`src/rtl/grid_square_plotter.sv`:
```
// Walks a COLS x ROWS grid of SQ_SIZE x SQ_SIZE squares and emits one pixel per clock.
// The pattern, active, beat and clear inputs are captured once per pass so the image never tears.
module grid_square_plotter #(
    parameter int COLS    = 8,
    parameter int ROWS    = 4,
    parameter int SQ_SIZE = 4,
    parameter int X0      = 10,
    parameter int Y0      = 20,
    parameter int X_PITCH = 20,
    parameter int Y_PITCH = 20,
    parameter int XW      = 8,
    parameter int YW      = 7
) (
    input  logic                    clk,
    input  logic                    reset,
    input  logic                    start,
    input  logic                    continuous,
    input  logic                    clear,
    input  logic [COLS*ROWS-1:0]    pattern,
    input  logic [ROWS-1:0]         active,
    input  logic [$clog2(COLS)-1:0] beat,
    output logic [XW-1:0]           x,
    output logic [YW-1:0]           y,
    output logic [2:0]              colour,
    output logic                    plot,
    output logic                    busy,
    output logic                    done
);

    localparam int CW  = $clog2(COLS);
    localparam int RW  = (ROWS > 1) ? $clog2(ROWS) : 1;
    localparam int NPX = SQ_SIZE * SQ_SIZE;
    localparam int PW  = (NPX > 1) ? $clog2(NPX) : 1;
    localparam int IW  = $clog2(COLS * ROWS);

    typedef enum logic [1:0] {
        IDLE = 2'd0,
        DRAW = 2'd1,
        DONE = 2'd2
    } state_t;

    state_t                 state, state_nx;
    logic [CW-1:0]          col, col_nx;
    logic [RW-1:0]          row, row_nx;
    logic [PW-1:0]          px, px_nx;
    logic [COLS*ROWS-1:0]   pat_s, pat_nx;
    logic [ROWS-1:0]        act_s, act_nx;
    logic [CW-1:0]          beat_s, beat_nx;
    logic                   clr_s, clr_nx;
    logic [IW-1:0]          cell_nx;
    logic                   last, load, emit;

    function automatic logic [XW-1:0] pix_x(input logic [CW-1:0] c, input logic [PW-1:0] p);
        return XW'(32'(X0) + 32'(c) * 32'(X_PITCH) + 32'(p) % 32'(SQ_SIZE));
    endfunction

    function automatic logic [YW-1:0] pix_y(input logic [RW-1:0] r, input logic [PW-1:0] p);
        return YW'(32'(Y0) + 32'(r) * 32'(Y_PITCH) + 32'(p) / 32'(SQ_SIZE));
    endfunction

    // First matching rule wins; the playhead column overrides the note/enable colouring.
    function automatic logic [2:0] cell_colour(input logic clr, input logic hit,
                                               input logic p, input logic a);
        if (clr)     return 3'b000;
        if (hit)     return p ? 3'b110 : 3'b001;
        if (p && a)  return 3'b010;
        if (p)       return 3'b100;
        return 3'b111;
    endfunction

    always_comb begin
        state_nx = state;
        col_nx   = col;
        row_nx   = row;
        px_nx    = px;
        pat_nx   = pat_s;
        act_nx   = act_s;
        beat_nx  = beat_s;
        clr_nx   = clr_s;
        load     = 1'b0;
        emit     = 1'b0;
        last     = (col == CW'(COLS - 1)) && (row == RW'(ROWS - 1)) && (px == PW'(NPX - 1));

        case (state)
            IDLE: load = start;
            DRAW: begin
                if (last) begin
                    state_nx = DONE;
                end else begin
                    emit = 1'b1;
                    if (px == PW'(NPX - 1)) begin
                        px_nx = '0;
                        if (row == RW'(ROWS - 1)) begin
                            row_nx = '0;
                            col_nx = col + CW'(1);
                        end else begin
                            row_nx = row + RW'(1);
                        end
                    end else begin
                        px_nx = px + PW'(1);
                    end
                end
            end
            DONE: begin
                load     = continuous;
                state_nx = IDLE;
            end
            default: state_nx = IDLE;
        endcase

        // Accepting a pass emits pixel 0 from the live inputs on the same edge.
        if (load) begin
            state_nx = DRAW;
            emit     = 1'b1;
            col_nx   = '0;
            row_nx   = '0;
            px_nx    = '0;
            pat_nx   = pattern;
            act_nx   = active;
            beat_nx  = beat;
            clr_nx   = clear;
        end

        cell_nx = IW'(32'(col_nx) * 32'(ROWS) + 32'(row_nx));
    end

    // ---- registered pixel stage ----
    always_ff @(posedge clk) begin
        if (!reset) begin
            state  <= IDLE;
            col    <= '0;
            row    <= '0;
            px     <= '0;
            pat_s  <= '0;
            act_s  <= '0;
            beat_s <= '0;
            clr_s  <= 1'b0;
            x      <= '0;
            y      <= '0;
            colour <= 3'b000;
            plot   <= 1'b0;
            busy   <= 1'b0;
            done   <= 1'b0;
        end else begin
            state  <= state_nx;
            col    <= col_nx;
            row    <= row_nx;
            px     <= px_nx;
            pat_s  <= pat_nx;
            act_s  <= act_nx;
            beat_s <= beat_nx;
            clr_s  <= clr_nx;
            plot   <= emit;
            busy   <= emit;
            done   <= (state == DRAW) && last;
            if (emit) begin
                x      <= pix_x(col_nx, px_nx);
                y      <= pix_y(row_nx, px_nx);
                colour <= cell_colour(clr_nx, beat_nx == col_nx, pat_nx[cell_nx], act_nx[row_nx]);
            end
        end
    end

endmodule

```
`config.mk`:
```
export PLATFORM = sky130hd
export DESIGN_NAME = grid_square_plotter
export DESIGN_NICKNAME = d
export VERILOG_FILES = /design/src/rtl/grid_square_plotter.sv
export SDC_FILE = /design/constraint.sdc
export NUM_CORES = 1
export LEC_CHECK = 0
export BUFFER_PORTS_ARGS = -buffer_cell sky130_fd_sc_hd__buf_2
export CAP_MARGIN = 20
export CORE_MARGIN = 5
export CORE_UTILIZATION = 44
export CTS_CLUSTER_DIAMETER = 150
export DETAILED_ROUTE_END_ITERATION = 8
export HOLD_SLACK_MARGIN = 0.03
export PLACE_DENSITY = 0.7
export SLEW_MARGIN = 20
export SYNTH_ARGS = -nofsm -noshare
export SYNTH_HDL_FRONTEND = slang
export SYNTH_SLANG_ARGS = --single-unit
```
`constraint.sdc`:
```
create_clock -name clk -period 3.9 [get_ports clk]
set_input_delay 0.39 -clock clk [delete_from_list [all_inputs] [get_ports clk]]
set_output_delay 0.39 -clock clk [all_outputs]
set_load 0.01 [all_outputs]
```
==> impl_metrics.yaml <==
run:
  drv_cap: 0
synthesis:
  synth_top_family_by_area: "simple AND/OR/NAND/NOR gates"
  avgSynthCellArea_sq_um: 7.89
  synth_nets: 527
  synth_area_leader_cell: "dfxtp_1"
  syn_inst: 472
  seq_area_frac_synth: 0.376
  synth_compound_area_frac: 0.216
  synth_top_area_share: 0.376
  async_flop_share: 0
  synth_top_flop_cell: "dfxtp_1"
  synth_mux_area_frac: 0.0366
  yosysWarnings: 0
  synth-adder-area-share: 0.0369
  synth-edff-count: 0
  synth_simple_gate_area_frac: 0.258
  syn-cell-area_sq_um: 3720
  ys_top_cells_by_area: "dfxtp_1 (38%), nand2_1 (12%), a21oi_1 (7.1%)"
  yosys_register_bits: 70
  synth_xor_area_frac: 0.0235
  synth.distinct_cells: 58
finish:
  layout.nets: 574
  fin_area_sq_um: 4300
  num_antenna_cells: 0
  final_cell_mix: "nand2_1 (118), dfxtp_1 (69), buf_2 (64), a21oi_1 (53), nor2_1 (21)"
  drive_above_1_share: 0.201
  layout-area-overhead-vs-synth_pct: 15.4
  multi_input_area_sq_um: 2130
  final_common_cell: "nand2_1"
  fillCellCount: 803
  seqCellArea_sq_um: 1400
power_and_ir_drop:
  total_power_mw: 1.62
  switchingPower_mw: 0.423
  pwr-share-seq: 0.484
  combPwrFrac: 0.127
  power_density_nw_per_um2: 376
  p_leak_nw: 1.75
  clockPowerShare: 0.389
  switching_share: 0.262
  ir_drop_mv: 0.194
  p_int_mw: 1.19
critical_path:
  r2r_slack_ps: 420
  r2r_cells: 10
  required_ps: 4150
  critPathLaunchType: "register"
  critPathKind: "reg -> reg"
  rr_endpoint: "colour[2]"
  r2r-start: "col[0]"
  end_kind: "register"
  path_max_fanout: 10
  crit_start: "col[0]"
  crit_arrival_ps: 3720
routing:
  firstDrtPassIters: 5
  drt-total-wl_um: 9580
  num_vias: 3513
  remaining_drc_errors: 0
  wl_per_cell_um: 15.3
  ant_nets: 0
  drt_iter0_markers: 196
  viasPerCell: 5.59
clock_tree:
  cts_inserted_buffers: 9
  clk_latency_ps: 340
  cts_resized: 0
  htree_num_levels: 3
  post-cts-setup-buffers: 0
  cts-root-buf: "clkbuf_8"
  clk_pin_slew_worst_paths_ps: 80
  cts_max_path_buffers: 2
  cts_tree: "built"
  hold_buffers: 0
  cts.sinks: 70
timing:
  fmax_ghz: 0.288
  tightestPinTransition_ps: 954
  setup_viol: 0
  finalCriticalPeriod_ps: 3480
  slew_headroom: 0.364
  tns_ps: 0
  finalCritPeriodShare: 0.891
  grt_setup_unrepaired: "false"
  finalMaxSlewViolations: 0
  hold_viol_final: 0
  skew_ps: 7.67
placement:
  dp_hpwl_um: 6980
  place_area_sq_um: 4090
  routabilityCongestion: 0.914
  portBuffers: 64
floorplanning:
  die-area_sq_um: 10400
  placeableCoreArea_sq_um: 8220
  boundaryPins: 65
  dieWidth_um: 102
  start_util: 0.453
  die_y_um: 102
  fp-row-count: 33
global_route:
  first_global_vias: 3314
  grt_max_degree: 60
  gr-total-overflow: 0
  antenna_found_initial: 0
  grt_pass1_wl_um: 15800
  grtUsageTotal: 0.189
hold_path:
  hold_path.class: "in -> reg"
  worstHoldStart: "pattern[8]"
  holdPathStages: 3
  min_to: "pat_s[8]"
status:
  run_status: "finished, final reports clean"
power by group through the flow:
| stage | clock network (mW) | registers, mW | logic (mW) |
|---|---|---|---|
| 2_1_floorplan | 0 | 0.796 | 0.131 |
| 3_3_place_gp | 0 | 0.797 | 0.203 |
| 3_5_place_dp | 0 | 0.799 | 0.206 |
| 4_1_cts | 0.641 | 0.783 | 0.207 |
| 5_1_grt | 0.671 | 0.788 | 0.232 |
| 6_report | 0.630 | 0.783 | 0.205 |
flip-flops by register name, indices dropped and copies added (netlist names), 3 cells and up:
register and count:
act_s 4, beat_s 3, col 3, colour 3
pat_s 32, px 4, x 8, y 6
synthesized netlist by cell type (2+ instances only):
cell type / count
dfxtp_1: 70
nor2_1: 22
buf_1: 7
and2_1: 7
and3_1: 3
o22ai_1: 3
buf_4: 2
nor3_1: 5
nand2_1: 118
ha_1: 11
buf_2: 7
o2111ai_1: 3
nor2b_1: 4
xor2_1: 6
o31a_1: 2
a211oi_1: 12
buf_6: 2
a21oi_1: 53
a32oi_1: 11
clkbuf_1: 20
nand2b_1: 16
inv_1: 5
o21ai_0: 4
o211a_1: 2
xnor2_1: 4
mux2i_1: 8
nand4_1: 5
nand3_1: 5
nor4_1: 14
mux2_2: 5
a221oi_1: 2
a311oi_1: 8
per-layer routing:
metal	GRT usage	wire length (um)	part of all wire
met3	0.0430	592	0.062
met1	0.257	4350	0.45
met4	0.0747	193	0.020
met5	0	0	0
met2	0.292	4450	0.46
critical path, stage by stage, from the launching register on:
cell and delay [ps]:
dfxtp_1 330, ha_1 210, ha_1 210, and2_1 280, nor3_1 750, a21oi_2 230
mux2i_1 180, o221a_1 230, a2111o_1 430, a31o_1 240, a221oi_1 280
how the worst max path moves through the flow:
stage | to
floorplan | colour[2]
global placement | colour[1]
detailed placement | colour[2]
CTS | colour[2]
global route | colour[1]
finish | colour[2]
cells by family (layout without fill, tap and decap cells):
| kind of cell | Yosys count | count (layout) |
|---|---|---|
| XOR/XNOR | 10 | 10 |
| flip-flops | 70 | 70 |
| adder cells (fa/ha/maj) | 11 | 11 |
| multiplexers | 13 | 13 |
| buffers and inverters | 44 | 95 |
| AND/OR/NAND/NOR | 207 | 207 |
| AO/OA/AOI/OAI | 117 | 117 |
layout make-up:
cell class                 instances  share of cell area
tap                              105              0.0306
timing repair buffer              74              0.0920
clock inverter                     6              0.0201
inverter                           6             0.00524
multi-input combinational        358               0.497
sequential                        70               0.326
clock buffer                       9              0.0288
through the flow:
| stage | hold WS, ps | utilization | setup slack, ps | instances |
|---|---|---|---|---|
| detailed placement | 445 | 0.497 | 335 | 613 |
| global route | 279 | 0.523 | 168 | 628 |
| finish | 277 | 0.523 | 423 | 628 |
| floorplan | 432 | - | 1030 | 472 |
| global placement | 441 | 0.497 | 517 | 613 |
| CTS | 274 | 0.523 | 315 | 628 |
No activity file was read; power rests on OpenSTA's default activity.
